File: src/rtl/pc_seq_ctrl.sv
// ---------------------------------------------------------------------------
// pc_seq_ctrl
//   Next-PC sequencer and stall controller for the fetch-stage PC register.
//   Every cycle it drives the PC register's next-value input (pc_next) and
//   its hold input (pc_stall). It arbitrates sequential fetch, branch, jump,
//   exception-return and trap redirects. A redirect that arrives while the
//   pipeline is frozen is parked and replayed when the freeze lifts. The
//   block also owns the EPC/cause registers and the single-level trap flag.
//
// Configuration macro:
//   PCSEQ_STALL_TIMEOUT_EN - when defined, a watchdog counts consecutive
//   stalled cycles in RUN/HOLD. It forces a trap with cause 4'hF once the
//   count reaches STALL_LIMIT-1 outside a handler. The STALL_LIMIT parameter
//   exists only in that build.
//
// Ports:
//   clk          in   1   clock, rising edge
//   rst          in   1   asynchronous reset, active-low
//   pc_cur       in  32   current PC (PC register output)
//   hazard_stall in   1   stall request from hazard unit
//   imem_busy    in   1   instruction memory not ready
//   br_taken     in   1   resolved taken branch this cycle
//   br_target    in  32   branch target
//   jmp_valid    in   1   jump this cycle
//   jmp_target   in  32   jump target
//   eret         in   1   exception return (target = epc)
//   trap_req     in   1   trap request
//   trap_cause   in   4   trap cause code
//   pc_next      out 32   next PC (combinational)
//   pc_stall     out  1   hold PC (combinational)
//   flush_if     out  1   squash IF/ID instruction (combinational)
//   epc          out 32   saved exception PC (registered)
//   cause        out  4   saved trap cause (registered)
//   in_trap      out  1   handler active, nested traps masked (registered)
// ---------------------------------------------------------------------------
module pc_seq_ctrl #(
  parameter logic [31:0] RESET_PC    = 32'h0000_0000,
  parameter logic [31:0] TRAP_VECTOR = 32'h0000_0080
`ifdef PCSEQ_STALL_TIMEOUT_EN
  ,
  parameter int unsigned STALL_LIMIT = 16
`endif
) (
  input  logic        clk,
  input  logic        rst,
  input  logic [31:0] pc_cur,
  input  logic        hazard_stall,
  input  logic        imem_busy,
  input  logic        br_taken,
  input  logic [31:0] br_target,
  input  logic        jmp_valid,
  input  logic [31:0] jmp_target,
  input  logic        eret,
  input  logic        trap_req,
  input  logic [3:0]  trap_cause,
  output logic [31:0] pc_next,
  output logic        pc_stall,
  output logic        flush_if,
  output logic [31:0] epc,
  output logic [3:0]  cause,
  output logic        in_trap
);

  typedef enum logic [1:0] {
    ST_RUN  = 2'd0,
    ST_HOLD = 2'd1,
    ST_TRAP = 2'd2
  } state_e;

  // Sequential successor of a PC; the 32-bit add wraps naturally.
  function automatic logic [31:0] pc_inc(input logic [31:0] pc);
    pc_inc = pc + 32'd4;
  endfunction

  // Registered state
  state_e      state_q,       state_d;
  logic [31:0] epc_q,         epc_d;
  logic [3:0]  cause_q,       cause_d;
  logic        in_trap_q,     in_trap_d;
  logic        pend_valid_q,  pend_valid_d;
  logic [31:0] pend_target_q, pend_target_d;
  logic        pend_eret_q,   pend_eret_d;

  // Combinational helpers
  logic        stall_s;
  logic        redir_s;
  logic [31:0] redir_target_s;
  logic        tmo_fire_s;
  logic        trap_take_s;
  logic [3:0]  trap_cause_s;
  logic [31:0] pc_next_s;
  logic        pc_stall_s;
  logic        flush_if_s;

  assign stall_s = hazard_stall | imem_busy;
  assign redir_s = eret | jmp_valid | br_taken;

  // Redirect target selection: eret beats jump, jump beats branch.
  always_comb begin
    if (eret) begin
      redir_target_s = epc_q;
    end else if (jmp_valid) begin
      redir_target_s = jmp_target;
    end else if (br_taken) begin
      redir_target_s = br_target;
    end else begin
      redir_target_s = pc_inc(pc_cur);
    end
  end

`ifdef PCSEQ_STALL_TIMEOUT_EN
  localparam logic [15:0] STALL_LAST = 16'(STALL_LIMIT - 1);

  logic [15:0] stall_cnt_q, stall_cnt_d;

  // The watchdog only matters outside TRAP; TRAP ends on its own once
  // instruction memory is ready.
  assign tmo_fire_s = (state_q != ST_TRAP) && (stall_cnt_q == STALL_LAST);
`else
  assign tmo_fire_s = 1'b0;
`endif

  // A forced timeout trap obeys the same single-level masking as trap_req.
  assign trap_take_s  = (trap_req | tmo_fire_s) & ~in_trap_q;
  assign trap_cause_s = tmo_fire_s ? 4'hF : trap_cause;

  // Next-state and combinational output decode for the sequencer FSM.
  always_comb begin
    state_d       = state_q;
    epc_d         = epc_q;
    cause_d       = cause_q;
    in_trap_d     = in_trap_q;
    pend_valid_d  = pend_valid_q;
    pend_target_d = pend_target_q;
    pend_eret_d   = pend_eret_q;
    pc_next_s     = pc_inc(pc_cur);
    pc_stall_s    = 1'b1;
    flush_if_s    = 1'b0;

    case (state_q)
      ST_RUN: begin
        if (trap_take_s) begin
          // Trap wins over stalls and redirects; freeze PC, squash IF/ID.
          epc_d      = pc_cur;
          cause_d    = trap_cause_s;
          state_d    = ST_TRAP;
          pc_stall_s = 1'b1;
          flush_if_s = 1'b1;
        end else if (redir_s) begin
          if (stall_s) begin
            // Park the redirect until the pipeline unfreezes.
            pend_target_d = redir_target_s;
            pend_valid_d  = 1'b1;
            pend_eret_d   = eret;
            state_d       = ST_HOLD;
            pc_stall_s    = 1'b1;
            flush_if_s    = 1'b0;
          end else begin
            pc_next_s  = redir_target_s;
            pc_stall_s = 1'b0;
            flush_if_s = 1'b1;
            if (eret) begin
              in_trap_d = 1'b0;
            end else begin
              in_trap_d = in_trap_q;
            end
          end
        end else begin
          pc_stall_s = stall_s;
          flush_if_s = 1'b0;
        end
      end

      ST_HOLD: begin
        if (trap_take_s) begin
          // The parked target is the PC the handler must return to.
          epc_d        = pend_target_q;
          cause_d      = trap_cause_s;
          pend_valid_d = 1'b0;
          state_d      = ST_TRAP;
          pc_stall_s   = 1'b1;
          flush_if_s   = 1'b1;
        end else if (!pend_valid_q) begin
          // Nothing parked (unreachable in normal flow): fall back to RUN.
          state_d    = ST_RUN;
          pc_stall_s = 1'b1;
          flush_if_s = 1'b0;
        end else if (stall_s) begin
          // Still frozen; fresh redirects are ignored while one is parked.
          pc_stall_s = 1'b1;
          flush_if_s = 1'b0;
        end else begin
          pc_next_s    = pend_target_q;
          pc_stall_s   = 1'b0;
          flush_if_s   = 1'b1;
          pend_valid_d = 1'b0;
          state_d      = ST_RUN;
          if (pend_eret_q) begin
            in_trap_d = 1'b0;
          end else begin
            in_trap_d = in_trap_q;
          end
        end
      end

      ST_TRAP: begin
        // Only imem readiness gates the handler fetch; hazards, new traps
        // and redirects are ignored here.
        if (imem_busy) begin
          pc_stall_s = 1'b1;
          flush_if_s = 1'b0;
        end else begin
          pc_next_s  = TRAP_VECTOR;
          pc_stall_s = 1'b0;
          flush_if_s = 1'b1;
          in_trap_d  = 1'b1;
          state_d    = ST_RUN;
        end
      end

      default: begin
        // Illegal encoding: recover to RUN with nothing parked.
        state_d      = ST_RUN;
        pend_valid_d = 1'b0;
        pc_stall_s   = 1'b1;
        flush_if_s   = 1'b0;
      end
    endcase
  end

`ifdef PCSEQ_STALL_TIMEOUT_EN
  // Watchdog next value: count consecutive stalled cycles in one RUN/HOLD
  // stay; any released cycle or state change restarts from zero.
  always_comb begin
    if ((state_q != ST_TRAP) && (state_d == state_q) && pc_stall_s) begin
      stall_cnt_d = stall_cnt_q + 16'd1;
    end else begin
      stall_cnt_d = 16'd0;
    end
  end
`endif

  // State register for the sequencer, trap bookkeeping and parked redirect.
  always_ff @(posedge clk or negedge rst) begin
    if (!rst) begin
      state_q       <= ST_RUN;
      epc_q         <= 32'h0000_0000;
      cause_q       <= 4'h0;
      in_trap_q     <= 1'b0;
      pend_valid_q  <= 1'b0;
      pend_target_q <= 32'h0000_0000;
      pend_eret_q   <= 1'b0;
`ifdef PCSEQ_STALL_TIMEOUT_EN
      stall_cnt_q   <= 16'd0;
`endif
    end else begin
      state_q       <= state_d;
      epc_q         <= epc_d;
      cause_q       <= cause_d;
      in_trap_q     <= in_trap_d;
      pend_valid_q  <= pend_valid_d;
      pend_target_q <= pend_target_d;
      pend_eret_q   <= pend_eret_d;
`ifdef PCSEQ_STALL_TIMEOUT_EN
      stall_cnt_q   <= stall_cnt_d;
`endif
    end
  end

  // While reset is low, the PC register is held at RESET_PC.
  assign pc_next  = rst ? pc_next_s  : RESET_PC;
  assign pc_stall = rst ? pc_stall_s : 1'b1;
  assign flush_if = rst ? flush_if_s : 1'b0;

  assign epc     = epc_q;
  assign cause   = cause_q;
  assign in_trap = in_trap_q;

endmodule

File: config.mk
export PLATFORM = sky130hd
export DESIGN_NAME = pc_seq_ctrl
export DESIGN_NICKNAME = d
export VERILOG_FILES = /design/src/rtl/pc_seq_ctrl.sv
export SDC_FILE = /design/constraint.sdc
export NUM_CORES = 1
export LEC_CHECK = 0
export CAP_MARGIN = 5
export CORE_ASPECT_RATIO = 1.4
export CORE_MARGIN = 8
export CORE_UTILIZATION = 45
export CTS_CLUSTER_SIZE = 10
export DETAILED_ROUTE_END_ITERATION = 10
export DONT_BUFFER_PORTS = 1
export SYNTH_ARGS = -nofsm -noshare
export SYNTH_HDL_FRONTEND = slang
export SYNTH_SLANG_ARGS = --single-unit
File: constraint.sdc
create_clock -name clk -period 2.4 [get_ports clk]
set_input_delay 0.36 -clock clk [delete_from_list [all_inputs] [get_ports clk]]
set_output_delay 0.36 -clock clk [all_outputs]
set_load 0.01 [all_outputs]
# After elaboration in Yosys (flattened, before gate mapping)
# Index checks and enable logic that the tools add are counted.
totals:
  ff_bits: 73
  output_inout_bits: 71
  elab_cells: 97
  in_bits: 108
op_classes:
  addsub: 1
  reduce_logical: 10
  mux: 55
  n_bitwise: 7
  n_eq_ne: 17
ops:
  columns: ["op", "count"]
  rows:
  - ["$mux W32", 13]
  - ["$pmux W32 S3", 1]
  - ["$pmux W32 S2", 1]
  - ["$add A32 B3 Y32 const B", 1]
  - ["$mux W1", 28]
  - ["$ne A2 B2 Y1 const B", 12]
  - ["$mux W2", 7]
  - ["$pmux W1 S3", 4]
  - ["$reduce_and A4 Y1", 3]
  - ["$reduce_and A10 Y1", 1]
  - ["$ne A3 B3 Y1 const B", 2]
  - ["$pmux W2 S3", 1]
  - ["$ne A4 B4 Y1 const B", 1]
  - ["$not A1 Y1", 3]
  - ["$or A1 B1 Y1", 3]
  - ["$reduce_and A3 Y1", 1]
  - ["$reduce_bool A3 Y1", 1]
  - ["$eq A2 B1 Y1 const B", 1]
  - ["$eq A2 B2 Y1 const B", 1]
  - ["$logic_not A2 Y1", 1]
  - ["$reduce_and A2 Y1", 1]
  - ["$reduce_bool A2 Y1", 1]
  - ["$reduce_or A2 Y1", 1]
  - ["$and A1 B1 Y1", 1]

# Depth between registers and ports, before layout
depth:
  ltp_word: 9
  mapped_depth: 8
  depth_no_buf: 7

# Worst setup path before layout
# OpenSTA, ideal clock, no wires.
synth_timing:
  path_type: "in2out"
  startpoint: "input pc_cur[2]"
  endpoint: "output pc_next[22]"
  stages: 7
  path_buffers: 0
  slack_ns: 0.129
  arrival_time_ns: 1.911
  required_ns: 2.040
  path_cell_list: "ha_1 -> nand2_1 -> or4_4 -> nor3_2 -> xor2_1 -> a21oi_1 -> o32ai_2"
synth_via:
  elab_chain_len: 9
  elab_cells_between_ends: 13
  cone_classes: "add/sub: 1; mux: 12"
synth_rtl:
  columns: ["element", "line_no", "rtl"]
  rows:
  - ["start, declared", "46", "input logic [31:0] pc_cur,"]
  - ["$add A32 B3 Y32 (*)", "72", "pc_inc = pc + 32'd4;"]
  - ["$mux W32", "104", "end else if (br_taken) begin"]
  - ["$mux W32", "102", "end else if (jmp_valid) begin"]
  - ["$mux W32", "100", "if (eret) begin"]
  - ["$mux W32", "150", "if (stall_s) begin"]
  - ["$mux W32", "149", "end else if (redir_s) begin"]
  - ["$mux W32", "142", "if (trap_take_s) begin"]
  - ["$pmux W32 S3 (*)", "140", "case (state_q)"]
  - ["$mux W32 (*)", "271", "assign pc_next = rst ? pc_next_s : RESET_PC;"]
  - ["end, declared", "56", "output logic [31:0] pc_next,"]
# Mark *: on every way between the ends. The rest lies on a longest branch, timed or not.

# Final worst setup path
layout_timing:
  startpoint: "register in_trap_q (netlist: in_trap)"
  endpoint: "output pc_next[28]"
layout_via:
  elab_chain_len: 5
  elab_cells_between_ends: 6
  cone_classes: "mux: 4; bitwise: 2"
layout_rtl:
  columns: ["element", "line_no", "rtl"]
  rows:
  - ["start, declared", "79", "logic in_trap_q, in_trap_d;"]
  - ["start signal, assigned", "260", "in_trap_q <= in_trap_d;"]
  - ["$not A1 Y1 (*)", "124", "assign trap_take_s = (trap_req | tmo_fire_s) & ~in_trap_q;"]
  - ["$and A1 B1 Y1 (*)", "124", null]
  - ["$mux W32, on equally long branches", "175, 142", null]
  - ["$pmux W32 S3 (*)", "140", null]
  - ["$mux W32 (*)", "271", null]
# Marks and branches as above.

==> results by group <==
Clocking
  – Clk sinks: 73
  – Htree depth: 3
  – CTS root buf: clkbuf_16
  – Clk_lat worst skew: 340 ps
  – Bufs on Longest Clock Path: 2
  – Number of buffers created by CTS: 9
  – TritonCTS clock tree: built
  – Clock slew at reported path FFs: 60 ps

Run
  – Max-cap violations: 0

Status
  – Outcome: complete, but fails checks
  – Failing checks: setup timing

Power
  – Clk pwr share: 19.4%
  – Sw power: about 3.3 mW
  – Leak: between 2 and 3 nW
  – Reg power frac: 33.9%
  – Peak supply drop: 0.567 mV
  – Comb pwr share: 46.7%
  – Cell area power density: between 1000 and 1500 nW/um^2
  – P_int: 4.44 mW
  – Sw Share: 42.5%
  – Tot Pwr: between 7 and 8 mW

Worst setup path
  – Critical path type: reg2out
  – Worst setup EP type: output pin
  – Crit path DAT: roughly 2200 ps
  – Slowest cell on crit path: dfrtp_1
  – Most frequent CP cell: buf_4
  – Slowest Stage Delay on Critical Path: 370 ps
  – CP max FO: 6
  – Worst setup SP type: flop
  – Cells along the critical path: nor2b_1 -> buf_4 -> nor4_4 -> buf_4 -> a211oi_4 -> buf_6 -> buf_8 -> a21oi_2 -> o221ai_1 -> and2_4
  – Critical Path RT: 2040 ps

Finish
  – Layout area overhead: 26.5%
  – Final nets: 826
  – Final Util: 58.0%
  – # diodes: 0
  – Fill count: 1094
  – Layout cells sized above 1: between 20% and 30%

Floorplanning
  – Std-Cell Rows: 47
  – Total die area: 15800 um^2
  – Die Span Y: 146 um
  – Die Wd: 109 um
  – Core Area: approximately 12000 um^2
  – Initial core utilization: 45.8%
  – # IOs: 179

Detailed routing
  – Final wirelength: 21300 um
  – Vias/cell: between 6 and 7
  – Router iterations before antenna repair: 5
  – Routed via count: about 5600
  – Initial DRC Count: 329
  – Antenna-violating nets left: 0
  – WL/cell: approximately 25 um
  – Remaining design rule violation count: 0

Synthesis
  – Asr flop ratio synth: 100%
  – #FFs+latches synth: 73
  – Syn_area_per_cell: between 8 and 9 um^2
  – Syn Nets: slightly below 800
  – Unique masters post-synth: 58
  – Yosys top cell by area: dfrtp_1
  – Most common cell in the synthesized netlist: nand2_1
  – Yosys warns: 0
  – Synth top area share: approximately a third
  – Top FF cell, synth: dfrtp_1
  – Post-synthesis cell count: 670
  – Number of flops mapped to enable cells by yosys: 0
  – Mapped Area: 5390 um^2
  – Post-synthesis sequential area ratio: between 30% and 40%
  – List of most frequent post-synthesis cells: nand2_1, a21oi_1, dfrtp_1, nor2_1
  – Synth top area cells: dfrtp_1, mux2i_1, a21oi_1

STA
  – Minimum clock period: 2540 ps
  – Fmax: 394 MHz
  – Slew margin rel.: 67.4%
  – Final Setup Violations: 28
  – Final WS setup: -140 ps
  – Final setup TNS: -2270 ps
  – Worst-case clock skew: 8.37 ps
  – Worst-Margin Slew: between 400 and 500 ps
  – Slew Viols, Final: 0
  – Fin crit share: 106%
  – Fin. Hold Viols: 0
  – RSZ-0062 raised after global routing: true

Placement
  – HPWL after detailed placement: 14800 um
  – Placer Congestion: 0.923
  – Port bufs: 0

GRT
  – Total gr overflow: 0
  – Initial antenna violation count: 0
  – GRT Overall Usage: 26.3%
  – Largest net degree at the start of global routing: 74
  – Vias in the first global route: roughly 5700
  – First-pass GRT wire length: between 30000 and 40000 um

Min path
  – Type of the tightest min-delay check: in2reg
-- registers in the layout, indices dropped and copies added, names as in the netlist --
name / cells
pend_eret_q: 1
epc: 32
state_q: 2
pend_target_q: 32
pend_valid_q: 1
in_trap: 1
cause: 4
-- per-stage QoR --
stage               setup WS (ps)  instance area, um^2  instances  hold slack (ps)
detailed placement          -8.85                 5900        829             69.0
global route                 -227                 6820        869              160
CTS                          -238                 6560        857              155
global placement             70.5                 5900        829             69.0
floorplan                     129                 5390        670             64.4
finish                       -140                 6820        869              167
-- placed cells by master (no fill, tap or decap), drive strengths merged, types with 14 or more instances in the layout --
master / instances
xnor2: 16
a21oi: 73
o21ai: 48
nor3: 18
mux2i: 38
a22oi: 14
nand3: 17
buf: 84
mux2: 15
nor2: 73
nand2: 89
dfrtp: 73
-- logic make-up (layout without fill, tap and decap cells) --
| group | Yosys count | in the layout | synth area share, % |
|---|---|---|---|
| simple gates | 240 | 240 | 21.5 |
| compound gates | 215 | 215 | 25.4 |
| flops | 73 | 73 | 33.9 |
| buf+inv | 62 | 114 | 4.57 |
| mux | 53 | 53 | 10.2 |
| xor+xnor | 26 | 26 | 4.22 |
| fa+ha+maj | 1 | 1 | 0.232 |
-- metal layers --
layer,GRT usage (%),wire [um],vias to the layer above
li1,-,-,2518
met1,31.2,8180,2761
met2,43.3,10700,290
met3,5.98,1740,48
met4,12.4,742,0
met5,0,0,-
-- worst max-delay path, delay by kind of cell, from the launching register on --
| kind | cells | cell delay (ps) |
|---|---|---|
| and+or+nand+nor | 3 | 370 |
| buffers and inverters | 4 | 610 |
| DFF | 1 | 370 |
| AOI/OAI and AO/OA | 3 | 470 |
-- worst paths after layout --
kind / slack [ps] / cells past startpoint / to / from
min in group asynchronous: 570 / 2 / pend_eret_q$_DFFE_PN0P_ / rst
max: -140 / 10 / pc_next[28] / in_trap$_DFFE_PN0P_
min reg2reg: 500 / 2 / pend_eret_q$_DFFE_PN0P_ / pend_eret_q$_DFFE_PN0P_
min: 170 / 1 / cause[1]$_DFFE_PN0P_ / trap_cause[1]
max reg2reg: 460 / 7 / pend_target_q[29]$_DFFE_PN0P_ / in_trap$_DFFE_PN0P_
max in group asynchronous: 1500 / 2 / state_q[1]$_DFFE_PN0P_ / rst
-- cell type report --
| cell class | count | area (um^2) | area share (%) |
|---|---|---|---|
| multi-input combinational | 535 | 3650 | 53.6 |
| sequential | 73 | 1830 | 26.8 |
| timing repair buffer | 85 | 783 | 11.5 |
| clock buffer | 11 | 243 | 3.56 |
| tap | 147 | 184 | 2.70 |
| clock inverter | 5 | 78.8 | 1.16 |
| inverter | 13 | 48.8 | 0.716 |
-- power groups by stage --
stage / Combinational [mW] / Sequential [mW] / Clock, mW
final: 3.61 / 2.62 / 1.50
after global routing: 3.90 / 2.69 / 1.56
after CTS: 3.34 / 2.60 / 1.52
after detailed placement: 3.02 / 2.61 / 0
after global placement: 2.93 / 2.59 / 0
after floorplan: 2.15 / 2.41 / 0
-- what timing repair did --
action / in CTS / in global routing
endpoints found under the hold margin: 73 / 0
hold buffers: 2 / 0
endpoints found under the setup margin: 32 / 32
pin swaps: 22 / 31
resized for setup: 52 / 38
buffers inserted: 12 / 13
No activity file was read; power rests on OpenSTA's default activity.
